File: config.mk
export PLATFORM = sky130hd
export DESIGN_NAME = serial_adder_ctrl
export DESIGN_NICKNAME = d
export VERILOG_FILES = /design/src/rtl/serial_adder_pkg.sv /design/src/rtl/serial_adder_ctrl_fa.sv /design/src/rtl/serial_adder_ctrl.sv
export SDC_FILE = /design/constraint.sdc
export NUM_CORES = 1
export LEC_CHECK = 0
export BUFFER_PORTS_ARGS = -buffer_cell sky130_fd_sc_hd__buf_2
export CORE_MARGIN = 2
export CORE_UTILIZATION = 40
export CTS_CLUSTER_DIAMETER = 100
export DETAILED_ROUTE_END_ITERATION = 16
export PLACE_DENSITY_LB_ADDON = 0.2
export RECOVER_POWER = 25
export SLEW_MARGIN = 20
export SYNTH_ARGS = -nofsm -noshare
export SYNTH_HDL_FRONTEND = slang
export SYNTH_SLANG_ARGS = --single-unit
File: constraint.sdc
create_clock -name clk -period 1.45 [get_ports clk]
set_input_delay 0.29 -clock clk [delete_from_list [all_inputs] [get_ports clk]]
set_output_delay 0.29 -clock clk [all_outputs]
set_load 0.03 [all_outputs]
File: src/rtl/serial_adder_pkg.sv
// Shared types for the bit-serial adder controller.
package serial_adder_pkg;

    typedef enum logic [1:0] {
        IDLE  = 2'd0,
        SHIFT = 2'd1,
        DONE  = 2'd2
    } sa_state_t;

endpackage

File: src/rtl/serial_adder_ctrl_fa.sv
// Single-bit combinational full adder; the one datapath cell the controller reuses per bit.
module full_adder (
    input  logic a,
    input  logic b,
    input  logic carry_in,
    output logic sum,
    output logic carry_out
);

    assign sum       = a ^ b ^ carry_in;
    assign carry_out = (a & b) | (carry_in & (a ^ b));

endmodule

File: src/rtl/serial_adder_ctrl.sv
// Bit-serial NUM_BITS adder: one full adder time-multiplexed LSB first, one bit per clock.
module serial_adder_ctrl
    import serial_adder_pkg::*;
#(
    parameter int NUM_BITS = 8
) (
    input  logic                clk,
    input  logic                n_rst,
    input  logic                start,
    input  logic [NUM_BITS-1:0] a,
    input  logic [NUM_BITS-1:0] b,
    input  logic                carry_in,
    output logic                busy,
    output logic                done,
    output logic [NUM_BITS-1:0] sum,
    output logic                carry_out
);

    localparam int CW = $clog2(NUM_BITS);
    localparam logic [CW-1:0] LAST = CW'(NUM_BITS - 1);

    sa_state_t             state_q, state_d;
    logic [NUM_BITS-1:0]   a_sr_q, a_sr_d;
    logic [NUM_BITS-1:0]   b_sr_q, b_sr_d;
    logic                  c_q, c_d;
    logic [CW-1:0]         cnt_q, cnt_d;
    // Partial sum keeps only the upper NUM_BITS-1 bits; the final bit goes straight to sum.
    logic [NUM_BITS-2:0]   ps_q, ps_d;
    logic [NUM_BITS-1:0]   sum_q, sum_d;
    logic                  cout_q, cout_d;

    logic                  fa_sum, fa_cout;
    logic [NUM_BITS-1:0]   ps_next;

    full_adder u_fa (
        .a         (a_sr_q[0]),
        .b         (b_sr_q[0]),
        .carry_in  (c_q),
        .sum       (fa_sum),
        .carry_out (fa_cout)
    );

    assign ps_next = {fa_sum, ps_q};

    always_comb begin
        state_d = state_q;
        a_sr_d  = a_sr_q;
        b_sr_d  = b_sr_q;
        c_d     = c_q;
        cnt_d   = cnt_q;
        ps_d    = ps_q;
        sum_d   = sum_q;
        cout_d  = cout_q;

        case (state_q)
            IDLE, DONE: begin
                if (start) begin
                    a_sr_d  = a;
                    b_sr_d  = b;
                    c_d     = carry_in;
                    cnt_d   = '0;
                    ps_d    = '0;
                    state_d = SHIFT;
                end else begin
                    state_d = IDLE;
                end
            end
            SHIFT: begin
                a_sr_d = a_sr_q >> 1;
                b_sr_d = b_sr_q >> 1;
                c_d    = fa_cout;
                ps_d   = ps_next[NUM_BITS-1:1];
                if (cnt_q == LAST) begin
                    cnt_d   = '0;
                    sum_d   = ps_next;
                    cout_d  = fa_cout;
                    state_d = DONE;
                end else begin
                    cnt_d = cnt_q + 1'b1;
                end
            end
            default: state_d = IDLE;
        endcase
    end

    always_ff @(posedge clk or negedge n_rst) begin
        if (!n_rst) begin
            state_q <= IDLE;
            a_sr_q  <= '0;
            b_sr_q  <= '0;
            c_q     <= 1'b0;
            cnt_q   <= '0;
            ps_q    <= '0;
            sum_q   <= '0;
            cout_q  <= 1'b0;
        end else begin
            state_q <= state_d;
            a_sr_q  <= a_sr_d;
            b_sr_q  <= b_sr_d;
            c_q     <= c_d;
            cnt_q   <= cnt_d;
            ps_q    <= ps_d;
            sum_q   <= sum_d;
            cout_q  <= cout_d;
        end
    end

    assign busy      = (state_q == SHIFT);
    assign done      = (state_q == DONE);
    assign sum       = sum_q;
    assign carry_out = cout_q;

endmodule

==> results by group, run 1 <==
Worst hold path
  • Hold Path Stages: 3
  • Worst hold start: b[0]
  • Worst Hold Class: primary input to register
  • Hold Path Sink: b_sr_q[0]$_DFFE_PN0P_

Floorplan
  • Cell Rows: 25
  • DIE AREA: 5362 um^2
  • Die width: 73.23 um
  • Core area: 4661 um^2
  • Initial Utilization: 41.13%
  • Num ports: 31
  • Die Height: 73.23 um

STA
  • RSZ-0062 raised after global routing: true
  • Clk_skew: 0.006855 ns
  • Fin Setup TNS: -0.09467 ns
  • Minimum clock period: 1.465 ns
  • Max Slew Vio Count: 0
  • Worst-margin pin slew: 0.9112 ns
  • Finish-stage setup viols: 10
  • Fin crit share: 101.1%
  • Max transition margin: 39.25%
  • Worst setup margin: -0.01529 ns
  • Final hold vios: 0
  • Peak Freq: 682.5 MHz

Power
  • Clock power frac: 14.3%
  • Sequential Power Share: 39.8%
  • Pwr Density: 1956 nW/um^2
  • Switching power share of the total: 37.17%
  • Int Power: 0.002947 W
  • Net switching power: 0.001743 W
  • Leak: 1.218 nW
  • Comb pwr share: 45.9%
  • Worst IR Drop VDD: 0.6973 mV

Route
  • Initial detailed-routing violation count: 59
  • First-pass DRT Iterations: 4
  • Vias: 1300
  • Vias per cell: 5.200
  • Wire per inst: 15.54 um
  • DRC Markers: 0
  • Routed wire length: 3.886 mm
  • Final ANT Viol Nets: 0

Setup path
  • CP max FO: 5
  • CP required: 1.61 ns
  • R2r endpoint: sum[4]$_DFFE_PN0P_
  • CP endpoint kind: register
  • Startpoint types: register
  • Critical path class: register to register
  • WP buf/inv: 1
  • Critical Path Start: cnt_q[1]$_DFFE_PN0P_
  • Max stage delay cell, worst path: dfrtp_1
  • Worst R2R Start: cnt_q[1]$_DFFE_PN0P_
  • Top delay family on crit path: flip-flops
  • CP cell instances: ha_2 -> ha_4 -> nand3b_1 -> buf_6 -> mux2_4
  • CP Depth: 5
  • Crit-path max cell delay: 0.40 ns
  • Cell count of the worst reg-to-reg path: 5
  • Critical Path AT: 1.63 ns
  • R2R Setup Slk: -0.02 ns

Job
  • Total of max-cap violations: 0

Finish
  • Nets: 219
  • Commonest non-fill, non-tap cell in the layout: mux2i_1
  • Most frequent cells in the layout: mux2i_1, dfrtp_1, buf_2
  • N_diodes: 0
  • Layout cell share with drive strength beyond 1: 34.69%
  • Area growth, synth to finish: 25.13%

Global routing
  • Total track usage: 16.34%
  • Vias in the first global route: 1367
  • Largest net degree at the start of global routing: 24
  • Antenna violations before repair: 0
  • First-pass GRT wire length: 6.589 mm
  • Overflow after GRT: 0

Place
  • IO buf count: 30
  • Placer Congestion: 0.7280
  • HPWL after DPL: 2.811 mm
  • Setup WS pre-CTS: -0.09024 ns

Status
  • Failing checks: negative setup slack
  • Outcome: finished, violations left

Yosys
  • Synthesized flop and latch total: 38
  • Post-synthesis sequential area ratio: 49.61%
  • Synth unique cells: 22
  • Ys Warns: 0
  • Syn Inst Count: 150
  • Area contributors post-synth: dfrtp_1, mux2i_1, mux2_1
  • Area leader, netlist: dfrtp_1
  • Syn avg cell area: 12.78 um^2
  • Synth Net Count: 173
  • Netlist Area Pre-Place: 1917 um^2
  • Synth top area share: 49.61%

CTS
  • Clock tree buffer depth: 2
  • CTS H-tree lvls: 2
  • Clock Latency Late Sink: 0.28 ns
  • Clk sinks: 38
  • CTS tree: yes
  • Worst-path clk slew: 0.07 ns
  • CTS Buf Count: 5
  • Root Driver: clkbuf_8
layout make-up:
cell class,instances,area (um^2)
fillers,410,2262
clock buffers,7,76.32
multi-input cells,91,905.9
repair buffers,51,362.8
flip-flops and latches,38,952.2
inverters,9,33.78
well taps,54,67.56
metal layers:
metal / GRT usage, % / vias to the layer above / routed length (um)
met3: 5.110 / 2 / 158
met2: 26.33 / 24 / 1979
li1: - / 621 / -
met4: 4.527 / 0 / 17
met1: 21.23 / 653 / 1730
met5: 0 / - / 0
worst max-delay path by stage:
| stage | end | slack (ns) |
|---|---|---|
| after floorplan | carry_out$_DFFE_PN0P_ | 0.003 |
| after global placement | sum[7]$_DFFE_PN0P_ | -0.02 |
| after detailed placement | sum[4]$_DFFE_PN0P_ | -0.09 |
| after CTS | sum[4]$_DFFE_PN0P_ | -0.009 |
| after global routing | sum[4]$_DFFE_PN0P_ | -0.07 |
| final | sum[4]$_DFFE_PN0P_ | -0.02 |
worst min-delay path, stage by stage:
cell and delay, ns:
buf_2 0.07, mux2i_1 0.06, mux2i_1 0.11
flip-flops by register name, indices dropped and copies added (netlist names):
name / cells
ps_q: 7
b_sr_q: 8
a_sr_q: 8
cnt_q: 3
state_q: 2
carry_out: 1
c_q: 1
sum: 8
timing repair:
action | CTS | global route
cloned | 0 | 0
hold buffers | 1 | 0
hold endpoints to repair | 15 | 0
gates resized for setup | 17 | 2
setup buffers | 3 | 2
pin swaps | 1 | 0
setup endpoints to repair | 12 | 12
Yosys cell counts, drive strengths merged:
cell type	instances
nand3b	7
mux2	11
nand3	4
or4b	1
o31ai	7
nand4bb	1
a22o	2
mux2i	47
dfrtp	38
o21ai	2
nor2	1
inv	9
a21o	1
ha	2
clkbuf	2
fa	1
or3b	1
buf	10
nor2b	3
stage by stage:
step	cells	hold slack, ns	utilization [%]	instance area [um^2]	power, W
after floorplan	150	-0.005591	-	1917	0.003150
after global placement	237	0.2222	47.03	2192	0.003662
after detailed placement	237	0.2333	47.03	2192	0.003767
after CTS	248	0.2944	50.74	2365	0.004646
after global routing	250	0.3040	51.46	2399	0.005032
final	250	0.2958	51.46	2399	0.004691
kinds of logic after synthesis:
family                   Yosys count  synth area share [%]
multiplexers                      58                 31.01
flip-flops                        38                 49.61
buffers and inverters             21                 5.940
AND/OR/NAND/NOR                   18                 6.527
AO/OA/AOI/OAI                     12                 4.570
adder cells (fa/ha/maj)            3                 2.350
power groups by stage:
stage | clock, W | combinational, W | sequential, W
2_1_floorplan | 0 | 0.00115 | 0.00200
3_3_place_gp | 0 | 0.00181 | 0.00185
3_5_place_dp | 0 | 0.00189 | 0.00188
4_1_cts | 0.000692 | 0.00207 | 0.00188
5_1_grt | 0.000747 | 0.00235 | 0.00193
6_report | 0.000669 | 0.00215 | 0.00187
Power figures use the tool's default switching activity.
==> run 2: changes to the inputs <==
--- a/config.mk
+++ b/config.mk
@@ -5,11 +5,10 @@
 export SDC_FILE = /design/constraint.sdc
 export NUM_CORES = 1
 export LEC_CHECK = 0
-export BUFFER_PORTS_ARGS = -buffer_cell sky130_fd_sc_hd__buf_2
-export CORE_MARGIN = 2
 export CORE_UTILIZATION = 40
 export CTS_CLUSTER_DIAMETER = 100
 export DETAILED_ROUTE_END_ITERATION = 16
+export DONT_BUFFER_PORTS = 1
 export PLACE_DENSITY_LB_ADDON = 0.2
 export RECOVER_POWER = 25
 export SLEW_MARGIN = 20
==> results by group, run 2 (synthesis results as in run 1) <==
Setup path
  • CP required: 1.62 ns
  • Critical Path AT: 1.67 ns
  • CP endpoint kind: register
  • CP max FO: 5
  • Cell count of the worst reg-to-reg path: 5
  • Critical Path Start: cnt_q[0]$_DFFE_PN0P_
  • Critical Path Sink: carry_out$_DFFE_PN0P_
  • Worst R2R Start: cnt_q[0]$_DFFE_PN0P_
  • Startpoint types: register
  • R2R Setup Slk: -0.05 ns
  • R2r endpoint: carry_out$_DFFE_PN0P_
  • Critical path class: register to register

Finish
  • Post-route cell area: 2335 um^2
  • Area growth, synth to finish: 21.80%
  • Layout cell share with drive strength beyond 1: 30.73%
  • Most frequent cells in the layout: mux2i_1, dfrtp_1, buf_4
  • Nets: 201
  • N_diodes: 0
  • Commonest non-fill, non-tap cell in the layout: mux2i_1
  • Fillcell total: 402
  • FF+latch area: 952.2 um^2
  • Multi-input combinational cell area: 918.4 um^2

STA
  • Final hold vios: 0
  • Max transition margin: 42.95%
  • Worst setup margin: -0.04743 ns
  • Peak Freq: 667.8 MHz
  • Max Slew Vio Count: 0
  • Fin Hold WS: 0.1910 ns
  • Fin Setup TNS: -0.3848 ns
  • Fin crit share: 103.3%
  • Finish-stage setup viols: 10
  • RSZ-0062 raised after global routing: true
  • Clk_skew: 0.004757 ns
  • Worst-margin pin slew: 0.8557 ns
  • Minimum clock period: 1.497 ns

Job
  • Total of max-cap violations: 0

Global routing
  • Antenna violations before repair: 0
  • Total track usage: 16.85%
  • Grt met3 use: 5.767%
  • First-pass GRT wire length: 6.437 mm
  • Grt peak-use layer: met2
  • Global Route met1 Usage: 23.01%
  • Largest net degree at the start of global routing: 39
  • Vias in the first global route: 1276
  • Overflow after GRT: 0
  • M2 GR Usage: 25.08%

Route
  • Final ANT Viol Nets: 0
  • First-pass DRT Iterations: 10
  • Vias per cell: 5.446
  • Vias: 1258
  • DRC Markers: 1
  • Initial detailed-routing violation count: 47
  • Wire per inst: 16.42 um
  • Routed wire length: 3.794 mm

CTS
  • Clk sinks: 38
  • Worst-path clk slew: 0.07 ns
  • CTS tree: yes
  • Clock tree buffer depth: 2
  • Clock Latency Late Sink: 0.29 ns
  • CTS H-tree lvls: 2
  • Root Driver: clkbuf_8
  • CTS Buf Count: 5

Power
  • Worst IR Drop VDD: 0.7476 mV
  • Leak: 1.162 nW
  • Final total power: 0.004708 W
  • Pwr Density: 2017 nW/um^2

Floorplan
  • DIE AREA: 5073 um^2
  • Core area: 4474 um^2
  • Cell Rows: 24
  • Initial Utilization: 42.84%
  • Num ports: 31
  • Die width: 71.23 um
  • Die Height: 71.23 um

Status
  • Failing checks: design-rule violations, negative setup slack
  • Outcome: finished, violations left

Place
  • Placer Congestion: 0.7692
  • IO buf count: 0
  • Placed Area: 2012 um^2
  • HPWL after DPL: 2.364 mm

Worst hold path
  • Hold Path Stages: 2
  • Worst Hold Class: primary input to register
-- run 2: cell count changes in the layout (fill, tap and decap cells not counted), moves of 2 or more --
cell      before  now
buf_4         15   24
clkbuf_1       3    1
buf_6          3    7
buf_2         27    1
nor2b_1        3    0
nor2b_4        0    2
buf_12         3    0
-- run 2: metrics by stage --
stage / setup slack [ns] / cells / util [%]
floorplan: 0.003220 / 150 / -
global placement: -0.03045 / 203 / 44.97
detailed placement: -0.05903 / 203 / 44.97
CTS: -0.05786 / 221 / 51.01
global route: -0.09353 / 231 / 52.18
finish: -0.04743 / 231 / 52.18
-- run 2: area by class of cell --
class | instances | share of cell area, %
Multi-Input combinational cell | 91 | 39.34
Sequential cell | 38 | 40.78
Tap cell | 52 | 2.787
Clock inverter | 1 | 0.2144
Inverter | 9 | 1.447
Timing Repair Buffer | 33 | 11.74
Clock buffer | 7 | 3.698
-- run 2: worst min path at each step --
| stage | start | to | slack [ns] |
|---|---|---|---|
| floorplan | n_rst | a_sr_q[0]$_DFFE_PN0P_ | -0.006 |
| global placement | n_rst | sum[3]$_DFFE_PN0P_ | -0.005 |
| detailed placement | n_rst | sum[3]$_DFFE_PN0P_ | -0.005 |
| CTS | start | cnt_q[1]$_DFFE_PN0P_ | 0.19 |
| global route | b[1] | b_sr_q[1]$_DFFE_PN0P_ | 0.20 |
| finish | start | cnt_q[1]$_DFFE_PN0P_ | 0.19 |
-- run 2: routing by layer --
layer | part of all wire (%) | wire, um | up-vias
met2 | 47 | 1773 | 25
met5 | 0 | 0 | -
met4 | 1.2 | 45 | 0
li1 | - | - | 592
met1 | 47 | 1789 | 636
met3 | 4.9 | 185 | 5
-- run 2: power breakdown --
part           total (W)  leakage [nW]  switching [W]  internal, W
Sequential       0.00211         0.483       0.000596      0.00152
Combinational    0.00185         0.630       0.000766      0.00108
Clock           0.000750        0.0482       0.000366     0.000384
-- run 2: repair_timing --
| item | 4_1_cts | 5_1_grt |
|---|---|---|
| endpoints found under the hold margin | 38 | 0 |
| endpoints found under the setup margin | 12 | 15 |
| hold buffers | 2 | 0 |
| buffers inserted | 7 | 12 |
| resized for setup | 19 | 7 |
| pin swaps | 2 | 1 |
| cloned | 1 | 0 |
-- run 2: worst max-delay path: stages, from the launching register on --
cell and delay, ns:
dfrtp_1 0.40, ha_2 0.21, ha_4 0.16, nand3b_1 0.15, buf_6 0.16, mux2_4 0.30
